## config.mk

```make
export PLATFORM = sky130hd
export DESIGN_NAME = uart_transceiver
export DESIGN_NICKNAME = d
export VERILOG_FILES = /design/src/rtl/uart_pkg.sv /design/src/rtl/uart_fifo.sv /design/src/rtl/uart_transceiver.sv
export SDC_FILE = /design/constraint.sdc
export NUM_CORES = 1
export LEC_CHECK = 0
export CORE_UTILIZATION = 55
export DETAILED_ROUTE_END_ITERATION = 7
export PLACE_DENSITY = 0.73
export SETUP_SLACK_MARGIN = 0.5
export SYNTH_ARGS = -nofsm -noshare
export SYNTH_HDL_FRONTEND = slang
export SYNTH_HIERARCHICAL = 1
export SYNTH_SLANG_ARGS = --single-unit
export TNS_END_PERCENT = 100
```

## constraint.sdc

```tcl
create_clock -name clk -period 4.2 [get_ports clk]
set_clock_uncertainty 0.2 [all_clocks]
set_input_delay 0.84 -clock clk [delete_from_list [all_inputs] [get_ports clk]]
set_output_delay 0.84 -clock clk [all_outputs]
set_load 0.02 [all_outputs]
```

## src/rtl/uart_pkg.sv

```systemverilog
// Shared types and helpers for the UART transceiver: FSM state encodings and FIFO count sizing.
package uart_pkg;

  localparam int DATA_BITS_MAX = 9;

  typedef enum logic [2:0] {
    TX_IDLE,
    TX_START,
    TX_DATA,
    TX_PARITY,
    TX_STOP
  } tx_state_t;

  typedef enum logic [2:0] {
    RX_IDLE,
    RX_START,
    RX_DATA,
    RX_PARITY,
    RX_STOP
  } rx_state_t;

  // Width needed to hold an occupancy of 0..depth inclusive.
  function automatic int clog2_cnt(input int depth);
    return $clog2(depth + 1);
  endfunction

endpackage

```

## src/rtl/uart_fifo.sv

```systemverilog
// Synchronous FIFO with occupancy count; push and pop may coincide, including when full.
module uart_fifo
  import uart_pkg::*;
#(
  parameter int WIDTH = 8,
  parameter int DEPTH = 4,
  localparam int CW = clog2_cnt(DEPTH),
  localparam int AW = (DEPTH > 1) ? $clog2(DEPTH) : 1
) (
  input  logic             clk,
  input  logic             rst_n,
  input  logic             push,
  input  logic [WIDTH-1:0] wr_data,
  input  logic             pop,
  output logic [WIDTH-1:0] rd_data,
  output logic             full,
  output logic             empty,
  output logic [CW-1:0]    count
);

  logic [WIDTH-1:0] mem [DEPTH];
  logic [AW-1:0]    wr_ptr;
  logic [AW-1:0]    rd_ptr;
  logic [CW-1:0]    cnt;
  logic             do_push;
  logic             do_pop;

  assign full    = (cnt == CW'(DEPTH));
  assign empty   = (cnt == '0);
  assign count   = cnt;
  assign do_pop  = pop && !empty;
  // When full, a push only lands if the head leaves on the same edge.
  assign do_push = push && (!full || pop);
  assign rd_data = mem[rd_ptr];

  always_ff @(posedge clk or negedge rst_n) begin
    if (!rst_n) begin
      for (int i = 0; i < DEPTH; i++) mem[i] <= '0;
    end else if (do_push) begin
      mem[wr_ptr] <= wr_data;
    end
  end

  always_ff @(posedge clk or negedge rst_n) begin
    if (!rst_n) begin
      wr_ptr <= '0;
      rd_ptr <= '0;
      cnt    <= '0;
    end else begin
      if (do_push) wr_ptr <= wr_ptr + AW'(1);
      if (do_pop)  rd_ptr <= rd_ptr + AW'(1);
      case ({do_push, do_pop})
        2'b10:   cnt <= cnt + CW'(1);
        2'b01:   cnt <= cnt - CW'(1);
        default: cnt <= cnt;
      endcase
    end
  end

endmodule

```

## src/rtl/uart_transceiver.sv

```systemverilog
// Full-duplex UART with TX/RX FIFOs and valid/ready ports.
// Define UART_PARITY_EN to add an even-parity bit after the data bits in both directions.
module uart_transceiver
  import uart_pkg::*;
#(
  parameter int DATA_BITS    = 8,
  parameter int CLKS_PER_BIT = 10416,
  parameter int DEPTH        = 4,
  parameter int STOP_BITS    = 1
) (
  input  logic                        clk,
  input  logic                        rst_n,
  input  logic [DATA_BITS-1:0]        tx_data,
  input  logic                        tx_valid,
  output logic                        tx_ready,
  output logic [DATA_BITS-1:0]        rx_data,
  output logic                        rx_valid,
  input  logic                        rx_ready,
  output logic                        txd,
  input  logic                        rxd,
  output logic [clog2_cnt(DEPTH)-1:0] tx_count,
  output logic [clog2_cnt(DEPTH)-1:0] rx_count,
  output logic                        tx_busy,
  output logic                        frame_err,
  output logic                        overrun
);

  localparam int BW = $clog2(CLKS_PER_BIT);
  localparam int IW = $clog2(DATA_BITS_MAX + 1);
  localparam logic [BW-1:0] LAST      = BW'(CLKS_PER_BIT - 1);
  localparam logic [BW-1:0] HALF      = BW'(CLKS_PER_BIT / 2 - 1);
  localparam logic [IW-1:0] BIT_LAST  = IW'(DATA_BITS - 1);
  localparam logic [IW-1:0] STOP_LAST = IW'(STOP_BITS - 1);

  logic [DATA_BITS-1:0] tx_head;
  logic                 tx_full, tx_empty, tx_pop;
  logic                 rx_full, rx_empty;

  tx_state_t            tx_state;
  logic [BW-1:0]        tx_cnt;
  logic [IW-1:0]        tx_idx;
  logic [DATA_BITS-1:0] tx_shift;
  logic                 txd_reg;

  rx_state_t            rx_state;
  logic [BW-1:0]        rx_cnt;
  logic [IW-1:0]        rx_idx;
  logic [DATA_BITS-1:0] rx_shift;
  logic                 rxd_meta, rxd_sync, rxd_prev;
  logic                 rx_push_reg, frame_err_reg, overrun_reg, rx_bad;
  logic [DATA_BITS-1:0] rx_byte_reg;

  assign tx_ready  = !tx_full;
  assign rx_valid  = !rx_empty;
  assign txd       = txd_reg;
  assign tx_busy   = (tx_state != TX_IDLE);
  assign frame_err = frame_err_reg;
  assign overrun   = overrun_reg;
  // The head leaves the FIFO when idle, or back-to-back as the last stop bit ends.
  assign tx_pop = !tx_empty && ((tx_state == TX_IDLE) ||
                  (tx_state == TX_STOP && tx_cnt == LAST && tx_idx == STOP_LAST));

  uart_fifo #(.WIDTH(DATA_BITS), .DEPTH(DEPTH)) u_tx_fifo (
    .clk(clk), .rst_n(rst_n), .push(tx_valid && tx_ready), .wr_data(tx_data),
    .pop(tx_pop), .rd_data(tx_head), .full(tx_full), .empty(tx_empty), .count(tx_count)
  );

  uart_fifo #(.WIDTH(DATA_BITS), .DEPTH(DEPTH)) u_rx_fifo (
    .clk(clk), .rst_n(rst_n), .push(rx_push_reg), .wr_data(rx_byte_reg),
    .pop(rx_ready), .rd_data(rx_data), .full(rx_full), .empty(rx_empty), .count(rx_count)
  );

`ifdef UART_PARITY_EN
  logic tx_par, rx_par_bad;
  assign rx_bad = rx_par_bad;
`else
  assign rx_bad = 1'b0;
`endif

  always_ff @(posedge clk or negedge rst_n) begin
    if (!rst_n) begin
      tx_state <= TX_IDLE;
      tx_cnt   <= '0;
      tx_idx   <= '0;
      tx_shift <= '0;
      txd_reg  <= 1'b1;
`ifdef UART_PARITY_EN
      tx_par   <= 1'b0;
`endif
    end else begin
      case (tx_state)
        TX_IDLE: begin
          tx_cnt <= '0;
          if (tx_pop) begin
            tx_state <= TX_START;
            tx_shift <= tx_head;
`ifdef UART_PARITY_EN
            tx_par   <= ^tx_head;
`endif
          end
        end
        TX_START: begin
          if (tx_cnt == LAST) begin
            tx_cnt   <= '0;
            tx_idx   <= '0;
            tx_state <= TX_DATA;
          end else tx_cnt <= tx_cnt + BW'(1);
        end
        TX_DATA: begin
          if (tx_cnt == LAST) begin
            tx_cnt   <= '0;
            tx_shift <= tx_shift >> 1;
            if (tx_idx == BIT_LAST) begin
              tx_idx <= '0;
`ifdef UART_PARITY_EN
              tx_state <= TX_PARITY;
`else
              tx_state <= TX_STOP;
`endif
            end else tx_idx <= tx_idx + IW'(1);
          end else tx_cnt <= tx_cnt + BW'(1);
        end
`ifdef UART_PARITY_EN
        TX_PARITY: begin
          if (tx_cnt == LAST) begin
            tx_cnt   <= '0;
            tx_state <= TX_STOP;
          end else tx_cnt <= tx_cnt + BW'(1);
        end
`endif
        TX_STOP: begin
          if (tx_cnt == LAST) begin
            tx_cnt <= '0;
            if (tx_idx == STOP_LAST) begin
              tx_idx <= '0;
              if (tx_pop) begin
                tx_state <= TX_START;
                tx_shift <= tx_head;
`ifdef UART_PARITY_EN
                tx_par   <= ^tx_head;
`endif
              end else tx_state <= TX_IDLE;
            end else tx_idx <= tx_idx + IW'(1);
          end else tx_cnt <= tx_cnt + BW'(1);
        end
        default: tx_state <= TX_IDLE;
      endcase

      // Line level follows the state one cycle later, keeping every bit the same length.
      case (tx_state)
        TX_START: txd_reg <= 1'b0;
        TX_DATA:  txd_reg <= tx_shift[0];
`ifdef UART_PARITY_EN
        TX_PARITY: txd_reg <= tx_par;
`endif
        default:  txd_reg <= 1'b1;
      endcase
    end
  end

  always_ff @(posedge clk or negedge rst_n) begin
    if (!rst_n) begin
      rxd_meta      <= 1'b1;
      rxd_sync      <= 1'b1;
      rxd_prev      <= 1'b1;
      rx_state      <= RX_IDLE;
      rx_cnt        <= '0;
      rx_idx        <= '0;
      rx_shift      <= '0;
      rx_push_reg   <= 1'b0;
      rx_byte_reg   <= '0;
      frame_err_reg <= 1'b0;
      overrun_reg   <= 1'b0;
`ifdef UART_PARITY_EN
      rx_par_bad    <= 1'b0;
`endif
    end else begin
      rxd_meta      <= rxd;
      rxd_sync      <= rxd_meta;
      rxd_prev      <= rxd_sync;
      rx_push_reg   <= 1'b0;
      frame_err_reg <= 1'b0;
      overrun_reg   <= 1'b0;
      case (rx_state)
        RX_IDLE: begin
          rx_cnt <= '0;
          // Edge-triggered start: after a framing error the line must return high first.
          if (rxd_prev && !rxd_sync) rx_state <= RX_START;
        end
        RX_START: begin
          if (rx_cnt == HALF) begin
            rx_cnt   <= '0;
            rx_idx   <= '0;
            rx_state <= rxd_sync ? RX_IDLE : RX_DATA;
`ifdef UART_PARITY_EN
            rx_par_bad <= 1'b0;
`endif
          end else rx_cnt <= rx_cnt + BW'(1);
        end
        RX_DATA: begin
          if (rx_cnt == LAST) begin
            rx_cnt   <= '0;
            rx_shift <= {rxd_sync, rx_shift[DATA_BITS-1:1]};
            if (rx_idx == BIT_LAST) begin
              rx_idx <= '0;
`ifdef UART_PARITY_EN
              rx_state <= RX_PARITY;
`else
              rx_state <= RX_STOP;
`endif
            end else rx_idx <= rx_idx + IW'(1);
          end else rx_cnt <= rx_cnt + BW'(1);
        end
`ifdef UART_PARITY_EN
        RX_PARITY: begin
          if (rx_cnt == LAST) begin
            rx_cnt     <= '0;
            rx_par_bad <= rxd_sync ^ (^rx_shift);
            rx_state   <= RX_STOP;
          end else rx_cnt <= rx_cnt + BW'(1);
        end
`endif
        RX_STOP: begin
          if (rx_cnt == LAST) begin
            rx_cnt   <= '0;
            rx_state <= RX_IDLE;
            if (!rxd_sync || rx_bad) frame_err_reg <= 1'b1;
            else if (rx_full)        overrun_reg   <= 1'b1;
            else begin
              rx_push_reg <= 1'b1;
              rx_byte_reg <= rx_shift;
            end
          end else rx_cnt <= rx_cnt + BW'(1);
        end
        default: rx_state <= RX_IDLE;
      endcase
    end
  end

endmodule

```

==> results.sh <==
export IMPL_ctsHoldBuffers=0
export IMPL_gr_total_overflow=0
export IMPL_final_net_count=679
export IMPL_detail_route_first_pass_iterations=5
export IMPL_switching_share_of_total_power=0.310
export IMPL_average_size_of_a_mapped_cell_um2=12.1
export IMPL_asyncSetResetFlopFracSynth=1.00
export IMPL_most_common_cell_after_layout_fill_and_taps_aside="sky130_fd_sc_hd__dfrtp_1"
export IMPL_filler_cell_count=1010
export IMPL_p_per_area_nw_per_um2=599
export IMPL_synth_edf_count=0
export IMPL_largest_family_of_logic_cells_by_synthesized_area="multiplexers"
export IMPL_synth_top_cells_by_area="sky130_fd_sc_hd__dfrtp_1 (50%), sky130_fd_sc_hd__mux2_2 (13%), sky130_fd_sc_hd__mux4_2 (4.9%), sky130_fd_sc_hd__nand2_1 (2.6%), sky130_fd_sc_hd__ha_1 (2.5%)"
export IMPL_synth_largest_area_cell="sky130_fd_sc_hd__dfrtp_1"
export IMPL_cellLeakagePower_nw=3.75
export IMPL_detailedPlacementHpwl_um=9000
export IMPL_pwr_share_clk=0.301
export IMPL_grt_pass1_vias=4893
export IMPL_die_h_um=118
export IMPL_finalPower_mw=5.11
export IMPL_synth_compound_area_share=0.0730
export IMPL_clkLatencyLatePin_ps=420
export IMPL_core_rowCount=42
export IMPL_fin_util=0.646
export IMPL_synth_simple_gate_area_share=0.139
export IMPL_port_buffer_count=32
export IMPL_multi_input_area_um2=3450
export IMPL_synth_area_mux_share=0.200
export IMPL_min_delay_path_class="register to register"
export IMPL_effective_utilization_at_floorplan=0.561
export IMPL_synth_flop_type="sky130_fd_sc_hd__dfrtp_1"
export IMPL_grtUsageTotal=0.215
export IMPL_netSwitchingPower_mw=1.58
export IMPL_vias_per_cell=5.85
export IMPL_drc=0
export IMPL_crit_top_cell="sky130_fd_sc_hd__xor2_1"
export IMPL_post_route_cells_drive_above_1_share=0.261
export IMPL_syn_num_nets=640
export IMPL_floorplan_die_width_um=118
export IMPL_ant_nets=0
export IMPL_category_of_the_critical_setup_timing_path="register to register"
export IMPL_vias=4901
export IMPL_antenna_cells=0
export IMPL_post_synth_num_cell_types=73
export IMPL_totalWireLength_um=13500
export IMPL_layout_cell_area_non_filler_um2=8520
export IMPL_design_die_area_um2=13900
export IMPL_max_stage_delay_ps=560
export IMPL_p_seq_frac=0.414
export IMPL_areaGrowthSynthToFinish_pct=15.2
export IMPL_globalRouteMet3Util=0.0494
export IMPL_synth_top_cell_area_share=0.497
export IMPL_largest_registers="u_rx_fifo/mem: 32 flops, u_tx_fifo/mem: 32 flops"
export IMPL_max_freq_ghz=0.281
export IMPL_max_cap_violations=0
export IMPL_comb_power_share=0.285
export IMPL_cp_start_kind="register"
export IMPL_critPathLaunch="tx_cnt[8]"
export IMPL_netlist_area_um2=7400
export IMPL_rsz0062_at_grt="no"
export IMPL_worst_ep_arrival_time_ps=3650
export IMPL_largest_vdd_supply_drop_mv=0.464
export IMPL_rr_startpoint="tx_cnt[8]"
export IMPL_use_met1=0.290
export IMPL_status="completed"
export IMPL_wire_per_inst_um=16.2
export IMPL_worstSetupEndpointType="register"
export IMPL_yosys_area_share_adder=0.0308
export IMPL_slew_headroom=0.462
export IMPL_worst_path_max_fanout=7
export IMPL_cts_clk_slew_worst_paths_ps=60
export IMPL_yosys_area_share_xor_xnor=0.0225
export IMPL_yosysWarningCount=6
export IMPL_post_dp_cell_area_um2=7900
export IMPL_numCtsBuffers=17
export IMPL_hold_viol=0
export IMPL_clock_sinks=151
export IMPL_timing_final_crit_period_ps=3550
export IMPL_global_route_wire_length_before_repair_um=23700
export IMPL_cts_tree="done"
export IMPL_clk_root_buffer_cell="sky130_fd_sc_hd__clkbuf_16"
export IMPL_antenna_found_initial=0
export IMPL_final_cell_mix="sky130_fd_sc_hd__dfrtp_1 (147), sky130_fd_sc_hd__mux2_2 (84), sky130_fd_sc_hd__nand2_1 (51)"
export IMPL_hold_start="rxd_meta"
export IMPL_critPathRequiredTime_ps=4300
export IMPL_internal_power_mw=3.52
export IMPL_slew_viol_final=0
export IMPL_post_synth_inst_count=610
export IMPL_synth_seq_area_share=0.511
export IMPL_worst_pin_slew_ps=805
export IMPL_grt_util_met2=0.339
export IMPL_finalCritPeriodShare=0.846
export IMPL_cts_max_path_buffers=2
export IMPL_core_region_area_um2=13200
export IMPL_critical_path_cell_chain="or4b_4, or4_4, o21a_1, nor4_4, nor4b_4, or2b_2, ha_1, inv_1, fa_1, xor2_1, nor2_1, xor2_1"
export IMPL_gp_congestion=0.844
export IMPL_final_seq_area_um2=3780
export IMPL_final_setup_tns_ps=0
export IMPL_maximum_number_of_pins_on_one_net_before_global_route_repair=85
export IMPL_setup_violations=0
export IMPL_floorplan_io_pins=33
export IMPL_dr_first_iter_drc_count=288
export IMPL_busiest_layer_in_global_routing="met2"
export IMPL_critPathSlowestCell="sky130_fd_sc_hd__or4b_4"
export IMPL_cts_htree_levels=4
export IMPL_synthesis_stage_register_bit_count=151
==> power by group through the flow <==
stage / Sequential, mW / Combinational [mW] / Clock (mW)
after floorplan: 2.00 / 1.18 / 0
after global placement: 2.11 / 1.41 / 0
after detailed placement: 2.14 / 1.46 / 0
after CTS: 2.11 / 1.47 / 1.58
after global routing: 2.17 / 1.60 / 1.64
final: 2.11 / 1.46 / 1.54
==> kinds of logic (layout without fill, tap and decap cells) <==
| family | count (synthesis) | after routing |
|---|---|---|
| AND/OR/NAND/NOR | 182 | 182 |
| flip-flops | 151 | 151 |
| multiplexers | 116 | 116 |
| AO/OA/AOI/OAI | 83 | 83 |
| buffers and inverters | 42 | 94 |
| XOR/XNOR | 19 | 19 |
| adder cells (fa/ha/maj) | 17 | 17 |
==> through the flow <==
step	cells	setup WS (ps)	hold slack (ps)
2_1_floorplan	610	607	145
6_report	838	647	156
3_5_place_dp	804	466	150
5_1_grt	838	521	159
3_3_place_gp	804	553	148
4_1_cts	838	526	157
==> routing by layer <==
metal,wire length (um),vias up
li1,-,2293
met1,6280,2485
met2,6640,107
met3,431,16
met4,185,0
met5,0,-
==> Yosys cell counts, types with 3 or more instances <==
library cell               count
sky130_fd_sc_hd__dfrtp_1     147
sky130_fd_sc_hd__mux2_2       84
sky130_fd_sc_hd__nand2_1      51
sky130_fd_sc_hd__o21ai_0      37
sky130_fd_sc_hd__nor2_1       28
sky130_fd_sc_hd__inv_1        24
sky130_fd_sc_hd__nor3_1       20
sky130_fd_sc_hd__mux4_2       16
sky130_fd_sc_hd__nand3_1      16
sky130_fd_sc_hd__ha_1         15
sky130_fd_sc_hd__mux2_1       11
sky130_fd_sc_hd__clkbuf_1     10
sky130_fd_sc_hd__xor2_1       10
sky130_fd_sc_hd__nor2_2        9
sky130_fd_sc_hd__xnor2_1       9
sky130_fd_sc_hd__a21oi_1       7
sky130_fd_sc_hd__a22o_1        7
sky130_fd_sc_hd__nand4_1       6
sky130_fd_sc_hd__and2_1        5
sky130_fd_sc_hd__mux2i_1       5
sky130_fd_sc_hd__nor4_1        5
sky130_fd_sc_hd__o31ai_1       5
sky130_fd_sc_hd__dfstp_2       4
sky130_fd_sc_hd__nand2b_1      4
sky130_fd_sc_hd__or3_1         4
sky130_fd_sc_hd__and3_1        3
sky130_fd_sc_hd__buf_1         3
sky130_fd_sc_hd__buf_2         3
sky130_fd_sc_hd__nor2b_1       3
sky130_fd_sc_hd__nor4_2        3
sky130_fd_sc_hd__o21a_1        3
==> worst paths after layout <==
path	to	slack, ps	depth (start not counted)
worst max-delay path	u_tx_fifo/count[2]	650	12
worst min-delay path	rxd_sync	160	0
worst max register to register	u_tx_fifo/count[2]	650	12
worst min register to register	rxd_sync	160	0
max in group asynchronous	u_tx_fifo/mem[18]	2730	2
min in group asynchronous	u_rx_fifo/mem[25]	210	1
==> final cells by class <==
| type | instances | area share |
|---|---|---|
| Timing Repair Buffer | 38 | 0.0445 |
| Clock buffer | 20 | 0.0536 |
| Inverter | 24 | 0.0106 |
| Sequential cell | 151 | 0.444 |
| Tap cell | 176 | 0.0258 |
| Multi-Input combinational cell | 417 | 0.404 |
| Clock inverter | 12 | 0.0175 |
==> timing repair <==
item / CTS / global route
gates resized for setup: 0 / 1
buffers inserted: 2 / 0
pin swaps: 3 / 1
cloned: 0 / 0
endpoints found under the setup margin: 2 / 2
==> worst max-delay path, delay by kind of cell, from the launching register on <==
family / cells / cell delay [ps]
AND/OR/NAND/NOR: 6 / 1790
flip-flops: 1 / 450
adder cells (fa/ha/maj): 2 / 410
XOR/XNOR: 2 / 280
AO/OA/AOI/OAI: 1 / 230
buffers and inverters: 1 / 80
No activity file was read; power rests on OpenSTA's default activity.
